**config.mk**
```make
export PLATFORM = sky130hd
export DESIGN_NAME = regfile_port_arbiter
export DESIGN_NICKNAME = d
export VERILOG_FILES = /design/src/rtl/regfile_port_arbiter.sv
export SDC_FILE = /design/constraint.sdc
export NUM_CORES = 1
export LEC_CHECK = 0
export ABC_CLOCK_PERIOD_IN_PS = 6600
export CAP_MARGIN = 20
export CORE_ASPECT_RATIO = 1.25
export CORE_MARGIN = 8
export CORE_UTILIZATION = 35
export DETAILED_ROUTE_END_ITERATION = 7
export GPL_TIMING_DRIVEN = 0
export PLACE_DENSITY = 0.95
export SETUP_SLACK_MARGIN = 0.05
export SLEW_MARGIN = 5
export SYNTH_ARGS = -nofsm -noshare
export SYNTH_HDL_FRONTEND = slang
export SYNTH_SLANG_ARGS = --single-unit
export TNS_END_PERCENT = 20
```
**constraint.sdc**
```tcl
create_clock -name clk -period 6.6 [get_ports clk]
set_input_delay 0.99 -clock clk [delete_from_list [all_inputs] [get_ports clk]]
set_output_delay 0.99 -clock clk [all_outputs]
set_load 0.05 [all_outputs]
```
**src/rtl/regfile_port_arbiter.sv**
```systemverilog
// regfile_port_arbiter: maps N_RD round-robin readers and N_WR round-robin writers onto a 2R1W regfile.
// Defining RFARB_PERF_CNT_EN adds saturating read-grant and hazard-stall counters.
module regfile_port_arbiter #(
  parameter int DATA_WIDTH = 16,
  parameter int N_RD = 4,
  parameter int N_WR = 2
) (
  input  logic clk,
  input  logic resetn,
  input  logic [N_RD-1:0] rd_req,
  output logic [N_RD-1:0] rd_gnt,
  input  logic [5*N_RD-1:0] rd_addr,
  output logic [N_RD-1:0] rd_rvalid,
  output logic [DATA_WIDTH*N_RD-1:0] rd_rdata,
  input  logic [N_WR-1:0] wr_req,
  output logic [N_WR-1:0] wr_gnt,
  input  logic [5*N_WR-1:0] wr_addr,
  input  logic [DATA_WIDTH*N_WR-1:0] wr_data,
  output logic [DATA_WIDTH-1:0] din,
  output logic [4:0] wad1,
  output logic wen1,
  output logic [4:0] rad1,
  output logic ren1,
  output logic [4:0] rad2,
  output logic ren2,
  input  logic [DATA_WIDTH-1:0] dout1,
  input  logic [DATA_WIDTH-1:0] dout2,
  input  logic collision,
  input  logic flush,
  output logic flush_done,
  output logic err_collision,
  output logic [15:0] perf_rd_cnt,
  output logic [15:0] perf_stall_cnt
);
  localparam int RP = N_RD > 1 ? $clog2(N_RD) : 1;
  localparam int WP = N_WR > 1 ? $clog2(N_WR) : 1;
  localparam logic [1:0] S_RUN = 2'd0, S_DRAIN = 2'd1, S_DONE = 2'd2;
  logic [1:0] r_state;
  logic [RP-1:0] r_rd_ptr, r_own1, r_own2;
  logic [WP-1:0] r_wr_ptr;
  logic r_v1, r_v2, r_err;
  logic w_active;
  logic [4:0] w_raddr [N_RD];
  logic [4:0] w_waddr [N_WR];
  logic [DATA_WIDTH-1:0] w_wdata [N_WR];
  logic [N_RD-1:0] w_hit, w_elig;
  logic [RP-1:0] w_rs1, w_rs2, w_rlast;
  logic [WP-1:0] w_ws;
  logic [RP:0] w_ri;
  logic [WP:0] w_wi;
  genvar i, j;
  assign w_active = r_state == S_RUN && !flush;
  for (i = 0; i < N_RD; i++) begin : g_rd
    assign w_raddr[i] = rd_addr[5*i +: 5];
    assign w_hit[i] = wen1 && w_raddr[i] == wad1;
    assign rd_rvalid[i] = (r_v1 && r_own1 == RP'(i)) || (r_v2 && r_own2 == RP'(i));
    assign rd_rdata[DATA_WIDTH*i +: DATA_WIDTH] = r_v1 && r_own1 == RP'(i) ? dout1 :
                                                  r_v2 && r_own2 == RP'(i) ? dout2 : '0;
  end
  for (j = 0; j < N_WR; j++) begin : g_wr
    assign w_waddr[j] = wr_addr[5*j +: 5];
    assign w_wdata[j] = wr_data[DATA_WIDTH*j +: DATA_WIDTH];
  end
  always_comb begin
    wen1 = 1'b0;
    w_ws = '0;
    w_wi = '0;
    for (int k = 0; k < N_WR; k++) begin
      w_wi = {1'b0, r_wr_ptr} + (WP+1)'(k);
      if (w_wi >= (WP+1)'(N_WR)) w_wi = w_wi - (WP+1)'(N_WR);
      if (!wen1 && w_active && wr_req[w_wi[WP-1:0]]) begin
        wen1 = 1'b1;
        w_ws = w_wi[WP-1:0];
      end
    end
  end
  assign wr_gnt = N_WR'(wen1) << w_ws;
  assign wad1 = wen1 ? w_waddr[w_ws] : '0;
  assign din = wen1 ? w_wdata[w_ws] : '0;
  // a read hitting this cycle's write address loses and retries, so it sees the new data
  assign w_elig = rd_req & ~w_hit & {N_RD{w_active}};
  always_comb begin
    ren1 = 1'b0;
    ren2 = 1'b0;
    w_rs1 = '0;
    w_rs2 = '0;
    w_ri = '0;
    for (int k = 0; k < N_RD; k++) begin
      w_ri = {1'b0, r_rd_ptr} + (RP+1)'(k);
      if (w_ri >= (RP+1)'(N_RD)) w_ri = w_ri - (RP+1)'(N_RD);
      if (w_elig[w_ri[RP-1:0]]) begin
        if (!ren1) begin
          ren1 = 1'b1;
          w_rs1 = w_ri[RP-1:0];
        end else if (!ren2) begin
          ren2 = 1'b1;
          w_rs2 = w_ri[RP-1:0];
        end
      end
    end
  end
  assign rd_gnt = (N_RD'(ren1) << w_rs1) | (N_RD'(ren2) << w_rs2);
  assign rad1 = ren1 ? w_raddr[w_rs1] : '0;
  assign rad2 = ren2 ? w_raddr[w_rs2] : '0;
  assign w_rlast = ren2 ? w_rs2 : w_rs1;
  assign flush_done = r_state == S_DONE;
  assign err_collision = r_err;
  always_ff @(posedge clk or negedge resetn) begin
    if (!resetn) begin
      r_state <= S_RUN;
      r_rd_ptr <= '0;
      r_wr_ptr <= '0;
      r_own1 <= '0;
      r_own2 <= '0;
      r_v1 <= 1'b0;
      r_v2 <= 1'b0;
      r_err <= 1'b0;
    end else begin
      r_state <= r_state == S_RUN ? (flush ? S_DRAIN : S_RUN) :
                 r_state == S_DRAIN ? (r_v1 || r_v2 ? S_DRAIN : S_DONE) :
                 (flush ? S_DONE : S_RUN);
      if (wen1) r_wr_ptr <= w_ws == WP'(N_WR-1) ? '0 : w_ws + WP'(1);
      if (ren1) r_rd_ptr <= w_rlast == RP'(N_RD-1) ? '0 : w_rlast + RP'(1);
      r_v1 <= ren1;
      r_v2 <= ren2;
      r_own1 <= w_rs1;
      r_own2 <= w_rs2;
      r_err <= r_err | collision;
    end
  end
`ifdef RFARB_PERF_CNT_EN
  logic [15:0] r_rd_cnt, r_stall_cnt;
  logic [16:0] w_rd_sum;
  assign w_rd_sum = {1'b0, r_rd_cnt} + 17'(ren1) + 17'(ren2);
  always_ff @(posedge clk or negedge resetn) begin
    if (!resetn) begin
      r_rd_cnt <= '0;
      r_stall_cnt <= '0;
    end else begin
      r_rd_cnt <= w_rd_sum[16] ? 16'hFFFF : w_rd_sum[15:0];
      if (|(rd_req & w_hit) && r_stall_cnt != 16'hFFFF) r_stall_cnt <= r_stall_cnt + 16'd1;
    end
  end
  assign perf_rd_cnt = r_rd_cnt;
  assign perf_stall_cnt = r_stall_cnt;
`else
  assign perf_rd_cnt = '0;
  assign perf_stall_cnt = '0;
`endif
endmodule

```
# ---- Yosys cells after proc, flatten, opt, wreduce, memory -nomap -nowiden
# Cells that the tools add are included.
dict set report classes {
  addsub 12
  magnitude_cmp 15
  eq_ne 13
  shifts 3
  mux 79
  bitwise_logic 8
  n_reduce_logical 26
}
# cell n
set op_table {}
lappend op_table {{two-way mux 16 bit} 12}
lappend op_table {{two-way mux 2 bit} 25}
lappend op_table {{two-way mux 5 bit} 10}
lappend op_table {{two-way mux 1 bit} 26}
lappend op_table {{binary-select mux 5 bit (select 2 bit)} 2}
lappend op_table {{== test 5 bit} 4}
lappend op_table {{logical AND 1 bit} 16}
lappend op_table {{>= comparator 3 bit, second input constant} 5}
lappend op_table {{== test 2 bit, second input constant} 6}
lappend op_table {{< comparator 2 x 3 -> 1 bit, second input constant} 4}
lappend op_table {{AND 4 bit} 2}
lappend op_table {{binary-select mux 1 bit (select 2 bit)} 4}
lappend op_table {{<< shifter 1 x 2 -> 4 bit} 2}
lappend op_table {{subtractor 2 x 1 -> 2 bit, second input constant} 4}
lappend op_table {{adder 2 x 2 -> 3 bit, second input constant} 2}
lappend op_table {{== test 2 x 1 -> 1 bit, second input constant} 3}
lappend op_table {{zero test 2 bit} 3}
lappend op_table {{inverter 2 -> 3 bit} 2}
lappend op_table {{logical OR 1 bit} 5}
lappend op_table {{>= comparator 2 bit, second input constant} 2}
lappend op_table {{< comparator 1 x 2 -> 1 bit, second input constant} 2}
lappend op_table {{inverter 4 bit} 1}
lappend op_table {{OR 4 bit} 1}
lappend op_table {{adder 2 x 1 -> 3 bit, second input constant} 1}
lappend op_table {{other kinds (10)} 12}
dict set report word_totals {
  ff_bits 12
  in_bits 104
  output_inout_bits 142
  wordCells 164
}

# ---- Depth between registers and ports, before layout
# Gate-level depths: netlist of the first run.
dict set report logic_depth {
  ltp_word 36
  depth_mapped 21
  mapped_depth_nobuf 16
}

# ---- Least setup slack after synthesis of the first run
# OpenSTA, ideal clock, no wires.
dict set report synth_timing {
  kind {input-to-output}
  from {input flush}
  to {output rad1[1]}
  arrival_time_ps 5695
  required_time_ps 5610
  path_slack_ps -85
  path_stages 20
  path_buffers 5
  path_cell_list {nor3_4 buf_6 clkbuf_1 o21ai_0 inv_1 o21ai_0 nor4_4 or2_2 clkbuf_8 nor2_1 o31a_1 ha_1 nor2_1 a311o_1 a32oi_1 a221o_1 buf_2 buf_2 mux2i_1 a211oi_1}
}
dict set report synth_between {
  elab_cells_between_ends 50
  classes_between {eq/ne (4); mux (31); bitwise (5); reduce/logical (10)}
}
# element line
set synth_lines {}
lappend synth_lines {{start: declaration} 29} ;# input logic flush,
lappend synth_lines {{zero test 1 bit (*)} 52} ;# assign w_active = r_state == S_RUN && !flush;
lappend synth_lines {{logical AND 1 bit (*)} 52}
lappend synth_lines {{logical AND 1 bit} 71} ;# if (!wen1 && w_active && wr_req[w_wi[WP-1:0]]) begin
lappend synth_lines {{two-way mux 1 bit} 71}
lappend synth_lines {{zero test 1 bit} 71}
lappend synth_lines {{logical AND 1 bit (2 in a row)} 71}
lappend synth_lines {{two-way mux 1 bit (*)} 71}
lappend synth_lines {{net wen1} 21} ;# output logic wen1,
lappend synth_lines {{[... 12 more ...]} --}
lappend synth_lines {{two-way mux 2 bit} 91} ;# if (w_elig[w_ri[RP-1:0]]) begin
lappend synth_lines {{two-way mux 2 bit} 92} ;# if (!ren1) begin
lappend synth_lines {{two-way mux 2 bit (*)} 91}
lappend synth_lines {{net w_rs1[0]} 47} ;# logic [RP-1:0] w_rs1, w_rs2, w_rlast;
lappend synth_lines {{inverter 2 -> 3 bit (implied by the code) (*)} 103} ;# assign rad1 = ren1 ? w_raddr[w_rs1] : '0;
lappend synth_lines {{binary-select mux 5 bit (select 2 bit) (*)} 103}
lappend synth_lines {{two-way mux 5 bit (implied by the code) (*) (2 in a row)} 103}
lappend synth_lines {{two-way mux 5 bit (*)} 103}
lappend synth_lines {{end: declaration} 22} ;# output logic [4:0] rad1,
# The timed path passes the listed nets; every way through them passes the cells marked *. The select of a mux whose other input is x is not followed.

# ---- Final worst setup path of the first run
dict set report layout_timing {
  from {input wr_req[0]}
  to {output rd_gnt[3]}
}
dict set report layout_between {
  elab_cells_between_ends 64
  classes_between {eq/ne (4); shift (2); mux (45); bitwise (5); reduce/logical (8)}
}
# element line
set layout_lines {}
lappend layout_lines {{start: declaration} 15} ;# input logic [N_WR-1:0] wr_req,
lappend layout_lines {{two-way mux 1 bit (implied by the code) (2 in a row)} 71}
lappend layout_lines {{logical AND 1 bit} 71}
lappend layout_lines {{two-way mux 1 bit} 71}
lappend layout_lines {{zero test 1 bit} 71}
lappend layout_lines {{logical AND 1 bit (2 in a row)} 71}
lappend layout_lines {{two-way mux 1 bit} 71}
lappend layout_lines {{inverter 1 -> 2 bit (implied by the code)} 78} ;# assign wad1 = wen1 ? w_waddr[w_ws] : '0;
lappend layout_lines {{two-way mux 5 bit (implied by the code) (3 in a row)} 78}
lappend layout_lines {{[... 10 more ...]} --}
lappend layout_lines {{two-way mux 2 bit} 91}
lappend layout_lines {{two-way mux 2 bit} 92}
lappend layout_lines {{two-way mux 2 bit} 91}
lappend layout_lines {{two-way mux 2 bit} 92}
lappend layout_lines {{two-way mux 2 bit (*)} 91}
lappend layout_lines {{net w_rs1[0]} 47}
lappend layout_lines {{<< shifter 1 x 2 -> 4 bit (*)} 102} ;# assign rd_gnt = (N_RD'(ren1) << w_rs1) | (N_RD'(ren2) << w_rs2);
lappend layout_lines {{OR 4 bit (*)} 102}
lappend layout_lines {{end: declaration} 11} ;# output logic [N_RD-1:0] rd_gnt,
# Marks and branches as above.

==> flow_metrics.py, run 1 <==
metrics = {
    "synthesis": {
        "yosysUniqueCellTypes": 77,
        "netlist_instances": 399,
        "syn_area_per_cell_um2": 7.91,
        "ys_warn_count": 0,
        "synth_edf_count": 0,
        "synthArstFlopShare_pct": 100,
        "synth_ff_type": "dfrtp_1",
        "ys_seq_area_share_pct": 9.52,
        "syn-cell-area_um2": 3150,
        "synth_seq_cells": 12,
    },
    "route": {
        "vias": 4530,
        "vias_per_cell": 5.79,
        "first_iter_violations": 390,
        "ant_nets": 0,
        "drt-pass1-iter-count": 5,
        "routedWlPerCell_um": 19.7,
        "totalWireLength_mm": 15.4,
        "drc": 0,
    },
    "place": {
        "io_buffer_count": 212,
        "place_congestion": 0.967,
        "hpwl_mm": 12.1,
    },
    "setup_path": {
        "crit_path_start": "wr_req[0]",
        "setup.worst_path.end_class": "output pin",
        "required_ns": 5.61,
        "criticalPathCategory": "in2out",
        "cp_max_fo": 10,
        "cp.arrival_ns": 5.59,
        "reg2reg_from": "r_state[0]",
        "worstSetupStartpointType": "primary input",
    },
    "timing": {
        "period_share_pct": 99.6,
        "hold_viol_final": 0,
        "finalSetupViolations": 0,
        "slew_headroom_pct": 44.4,
        "setup_tns_ns": 0,
        "worst_slew_pin_slew_ns": 0.828,
        "rsz0062_at_grt": "true",
        "finalCriticalPeriod_ns": 6.58,
        "fmax_ghz": 0.152,
        "finClkSkew_ns": 0.000404,
        "report.final.slew_viol_count": 0,
        "hold_slack_ns": 0.486,
    },
    "cts": {
        "cts_hold_buf": 0,
        "ctsRootBufferMaster": "clkbuf_8",
        "numCtsBuffers": 3,
        "clk_path_buf_depth": 2,
        "cts_tree": "done",
        "clock_latency_ns": 0.23,
        "h-tree-depth": 1,
        "clk_pin_slew_worst_paths_ns": 0.05,
        "cts_sinks": 12,
    },
    "global_routing": {
        "first_global_vias": 4309,
        "antenna_found_initial": 0,
        "grt-ovfl-total": 0,
        "grt_start_max_net_pins": 13,
        "grt_usage_pct": 22.3,
        "grt_pass1_wl_mm": 22.4,
    },
    "die": {
        "floorplan.initialDensity_pct": 36.3,
        "coreArea_um2": 8700,
        "io_pins": 246,
        "design.die.area_um2": 12300,
        "core.rowCount": 38,
        "die_x_um": 101,
        "die_h_um": 122,
    },
    "power_and_ir_drop": {
        "intPower_uw": 809,
        "combinationalPowerShare_pct": 88.9,
        "power.leakage_nw": 2.42,
        "seq_power_share_pct": 7.2,
        "peakVddDrop_mv": 0.241,
        "p_sw_share_pct": 58.8,
        "power_frac_clock_pct": 3.9,
        "powerDensity_nw_per_um2": 335,
        "p_sw_mw": 1.16,
    },
    "final_layout": {
        "fin_nets": 770,
        "drive_above_1_share_pct": 18.6,
        "layout_common_cells": "clkdlybuf4s50_1, a22o_1, buf_4, conb_1, nor2_1",
        "syn_to_final_growth_pct": 86.0,
        "final_common_cell": "clkdlybuf4s50_1",
        "diodes": 0,
    },
    "hold_path": {
        "hold_class": "reg2reg",
        "min_from": "err_collision",
    },
    "job": {
        "drv_cap": 0,
    },
    "status": {
        "status": "complete, no violations",
    },
}
==> cell families after synthesis <==
family,synth area share (%)
AO/OA/AOI/OAI,40.3
XOR/XNOR,1.67
adder cells (fa/ha/maj),0.793
buffers and inverters,15.0
flip-flops,9.52
multiplexers,7.70
other,0.119
AND/OR/NAND/NOR,24.9
==> per-stage QoR <==
stage               std cells  utilization [%]  total power, mW  instance area (um2)  worst slack, ns
floorplan                 430                -             1.26                 3280          -0.0160
global placement          762             63.8             1.73                 5550           -0.791
detailed placement        762             63.8             1.75                 5550           -0.778
CTS                       771             65.1             1.86                 5670          -0.0128
global route              783             67.4             2.04                 5870          -0.0669
finish                    783             67.4             1.96                 5870           0.0234
==> path summary, 6_finish.rpt <==
| kind | end | slack (ns) | cells past startpoint |
|---|---|---|---|
| min in group asynchronous | err_collision | 1.10 | 1 |
| hold reg to reg | err_collision | 0.49 | 1 |
| max in group asynchronous | r_own1[0] | 5.16 | 1 |
| hold / removal | err_collision | 0.49 | 1 |
| setup reg to reg | r_rd_ptr[1] | 2.20 | 20 |
| setup / recovery | rd_gnt[3] | 0.02 | 22 |
==> per-layer routing <==
layer | GRT usage (%) | part of all wire (%) | wire (um) | up-vias
met3 | 7.42 | 11 | 1750 | 46
met2 | 42.5 | 50 | 7790 | 351
li1 | - | - | - | 2030
met1 | 21.8 | 35 | 5470 | 2103
met4 | 7.56 | 2.7 | 418 | 0
met5 | 0 | 0 | 0 | -
==> area by class of cell <==
class,count,area (um2)
Tap cell,120,150
Multi-Input combinational cell,346,2620
Buffer,64,440
Clock buffer,4,55.1
Timing Repair Buffer,229,2260
Inverter,8,46.3
Fill cell,659,2830
Sequential cell,12,300
==> what timing repair did <==
item                       CTS  global route
resized for setup           73            28
gates cloned                 0             1
buffers inserted             5            10
pin swaps                    3            12
setup endpoints to repair   15            16
==> sequential cells by signal (all words and copies together) (netlist names) <==
register	count
r_wr_ptr	1
r_rd_ptr	2
r_v1	1
r_v2	1
r_own2	2
r_state	2
r_own1	2
err_collision	1
==> power groups by stage <==
stage,Clock (mW),Combinational [mW],Sequential [mW]
finish,0.0762,1.75,0.141
global route,0.0817,1.82,0.145
CTS,0.0771,1.64,0.139
detailed placement,0,1.61,0.139
global placement,0,1.60,0.137
floorplan,0,1.13,0.130
==> cells in the mapped netlist, types with 3 or more instances <==
| cell | instances | area [um2] |
|---|---|---|
| buf_6 | 3 | 33.8 |
| a211oi_1 | 9 | 67.6 |
| and2_1 | 8 | 50.1 |
| mux2_1 | 5 | 56.3 |
| clkbuf_1 | 21 | 78.8 |
| nand3_1 | 15 | 75.1 |
| a31oi_1 | 3 | 18.8 |
| a22o_1 | 79 | 692 |
| nor3_1 | 8 | 40.0 |
| inv_1 | 5 | 18.8 |
| xor2_1 | 4 | 35.0 |
| a21boi_0 | 5 | 37.5 |
| nand2_1 | 22 | 82.6 |
| and3b_1 | 5 | 43.8 |
| a21oi_1 | 17 | 85.1 |
| a32oi_1 | 3 | 26.3 |
| mux2i_1 | 7 | 70.1 |
| nand4_2 | 4 | 50.1 |
| nor2_1 | 25 | 93.8 |
| o21ai_0 | 13 | 65.1 |
| nor4_1 | 4 | 25.0 |
| buf_2 | 3 | 15.0 |
| mux4_2 | 3 | 67.6 |
| o21ai_1 | 4 | 20.0 |
| and3_2 | 3 | 22.5 |
| dfrtp_1 | 12 | 300 |
| nand2b_1 | 4 | 25.0 |
| clkbuf_8 | 4 | 55.1 |
| buf_4 | 32 | 240 |
| and3_1 | 11 | 68.8 |
==> worst max-delay path, stage by stage <==
cell             delay [ns]
clkdlybuf4s50_1        0.50
a21boi_4               0.35
buf_4                  0.18
buf_4                  0.13
nand3_1                0.18
a21oi_1                0.21
nand4b_1               0.17
o31a_1                 0.25
clkbuf_8               0.21
nor2_4                 0.05
o21ai_0                0.18
o31a_1                 0.18
ha_1                   0.18
nor2_1                 0.06
a311o_1                0.33
a32oi_1                0.21
a221o_1                0.22
buf_6                  0.17
buf_4                  0.19
nand2_1                0.10
o21ai_0                0.13
clkdlybuf4s15_2        0.42
(Power assumes the default switching activity.)
==> run 2: changes to the inputs <==
Settings changed: ABC_CLOCK_PERIOD_IN_PS 6600 to 5290, CORE_UTILIZATION 35 to 31, PLACE_DENSITY 0.95 to 0.9, REMOVE_ABC_BUFFERS set to 1.
Clock period 6.6 ns to 5.29 ns, I/O delays scaled along.
==> run 2 against run 1 <==
The run now ends with negative setup slack left. Clock skew increased by 0.0017 ns. Final area increased by 4.9%. Sequential cell count stayed put. Clock power grew 100%. Die area is 11% higher. Via count rose by 6.4%. Combinational power increased by 42%. Global-route usage up 2.8 points. Critical path depth down 1. Sequential share of layout area is 0.24 points lower. Critical path type unchanged. Critical endpoint is now rad1[4]. Largest cell class is now multi-input combinational cells.
==> flow_metrics.py, run 2 (synthesis gave the netlist of run 1 again) <==
metrics = {
    "route": {
        "drt-pass1-iter-count": 5,
        "ant_nets": 0,
        "drc": 0,
        "routedWlPerCell_um": 24.6,
        "vias": 4818,
        "totalWireLength_mm": 19.3,
        "first_iter_violations": 615,
        "vias_per_cell": 6.15,
    },
    "place": {
        "place_congestion": 0.895,
        "postPlaceCellArea_um2": 5240,
        "hpwl_mm": 12.6,
        "io_buffer_count": 213,
        "dp_cells": 717,
    },
    "global_routing": {
        "antenna_found_initial": 0,
        "grt_usage_pct": 25.1,
        "first_global_vias": 4760,
        "grt-ovfl-total": 0,
        "grt_pass1_wl_mm": 27.2,
        "grt_start_max_net_pins": 19,
    },
    "timing": {
        "finalCriticalPeriod_ns": 5.75,
        "fmax_ghz": 0.174,
        "worst_slack_ns": -0.458,
        "finalSetupViolations": 14,
        "rsz0062_at_grt": "true",
        "worst_slew_pin_slew_ns": 0.723,
        "report.final.slew_viol_count": 0,
        "finClkSkew_ns": 0.00211,
        "hold_viol_final": 0,
        "slew_headroom_pct": 51.8,
        "period_share_pct": 109,
    },
    "status": {
        "status": "finished, violations left",
        "violations": "negative setup slack",
    },
    "setup_path": {
        "cp_num_buf_inv": 5,
        "worstSetupStartpointType": "primary input",
        "cp_num_cells": 21,
        "criticalPathCategory": "in2out",
        "cp_common_cell": "buf_4",
        "cp_slowest_cell": "a221o_2",
        "cp_max_fo": 7,
        "r2r.worst_path.cells": 22,
        "setup.worst_path.end_class": "output pin",
        "cp.arrival_ns": 4.95,
        "cp_cell_sequence": "buf_2, a21boi_4, buf_6, buf_4, nand3_4, and3_4, or4_4, nor4_4, or2_4, nor2_2, o31a_1, ha_2, nor2_2, a311o_1, a32oi_2, buf_4, a221o_2, nor2_1, a211oi_1, a211oi_1, buf_4",
        "required_ns": 4.50,
        "crit_family": "simple AND/OR/NAND/NOR gates",
        "max_stage_delay_ns": 0.47,
    },
    "final_layout": {
        "final_design_area_no_fill_um2": 6160,
        "fill_cells": 761,
        "diodes": 0,
        "drive_above_1_share_pct": 25.4,
        "final_util_pct": 61.5,
        "fin_nets": 761,
        "layout_common_cells": "clkdlybuf4s50_1, a22o_1, buf_4, conb_1, buf_6",
        "final_common_cell": "clkdlybuf4s50_1",
        "final_cell_count_no_fill": 783,
        "syn_to_final_growth_pct": 95.2,
    },
    "die": {
        "floorplan.initialDensity_pct": 31.5,
        "die_h_um": 129,
        "io_pins": 246,
        "core.rowCount": 41,
        "design.die.area_um2": 13700,
        "coreArea_um2": 10000,
        "die_x_um": 106,
    },
    "cts": {
        "clk_path_buf_depth": 2,
        "ctsRootBufferMaster": "clkbuf_16",
        "h-tree-depth": 1,
        "cts_hold_buf": 0,
        "cts_tree": "done",
        "cts_sinks": 12,
        "numCtsBuffers": 3,
        "clock_latency_ns": 0.24,
        "clk_pin_slew_worst_paths_ns": 0.04,
    },
    "power_and_ir_drop": {
        "power.leakage_nw": 2.51,
        "p_total_mw": 2.84,
        "p_sw_share_pct": 57.1,
        "combinationalPowerShare_pct": 87.1,
        "intPower_mw": 1.22,
        "seq_power_share_pct": 7.4,
        "powerDensity_nw_per_um2": 462,
        "p_sw_mw": 1.62,
        "power_frac_clock_pct": 5.4,
        "peakVddDrop_mv": 0.418,
    },
    "job": {
        "drv_cap": 0,
    },
    "hold_path": {
        "holdPathStages": 1,
        "hold_class": "reg2reg",
    },
}
[run 2: path summary, 6_finish.rpt]
kind	from	end	slack (ns)
min in group asynchronous	resetn	err_collision	0.91
hold reg to reg	err_collision	err_collision	0.46
setup / recovery	wr_req[0]	rad1[4]	-0.46
setup reg to reg	r_state[1]	r_rd_ptr[1]	0.66
max in group asynchronous	resetn	r_state[1]	4.01
hold / removal	err_collision	err_collision	0.46
[run 2: final cells by class]
class / instances / area, um2 / share of cell area, %
clock buffers: 4 / 88.8 / 1.44
inverters: 8 / 51.3 / 0.833
flip-flops and latches: 12 / 300 / 4.88
multi-input cells: 349 / 2840 / 46.2
repair buffers: 281 / 2710 / 44.0
well taps: 129 / 161 / 2.62
[run 2: per-layer routing]
metal / vias up / part of all wire [%] / wire length, um / track usage, %
li1: 2021 / - / - / -
met1: 2280 / 32 / 6090 / 24.4
met2: 419 / 51 / 9790 / 46.2
met3: 98 / 12 / 2380 / 8.05
met4: 0 / 5.2 / 1010 / 13.2
met5: - / 0 / 0 / 0
[run 2: per-stage QoR]
step	hold slack, ns	setup TNS, ns	setup slack, ns
after floorplan	0.498	-17.47	-1.50
after global placement	0.449	-44.78	-2.96
after detailed placement	0.457	-38.49	-2.65
after CTS	0.462	-1.60	-0.248
after global routing	0.489	-5.38	-0.576
final	0.460	-3.28	-0.458
[run 2: repair_timing]
action,in CTS,in global routing
pin swaps,30,19
resized for setup,166,31
hold endpoints to repair,0,0
buffers inserted,46,11
setup endpoints to repair,21,16
cloned,3,0
[run 2: worst register-to-register path, cell delays in order (launching register included)]
cell and delay (ns):
dfrtp_1 0.48, nor3_4 0.26, buf_6 0.14, buf_6 0.10, buf_6 0.11, nand4_4 0.12, and3_4 0.20, or4_4 0.43
nor4_4 0.40, or2_4 0.22, nor2_2 0.05, o31a_1 0.26, ha_2 0.20, nor2_2 0.08, a311o_1 0.14, a32oi_2 0.07
buf_4 0.17, a221o_2 0.47, buf_4 0.18, buf_4 0.13, nor3_1 0.18, a21oi_1 0.08, nand4_1 0.11
[run 2: power by group through the flow]
stage          clock network (mW)  registers [mW]  logic, mW
2_1_floorplan                   0           0.175       1.32
3_3_place_gp                    0           0.190       1.92
3_5_place_dp                    0           0.195       1.95
4_1_cts                     0.157           0.205       2.29
5_1_grt                     0.164           0.213       2.57
6_report                    0.154           0.211       2.48
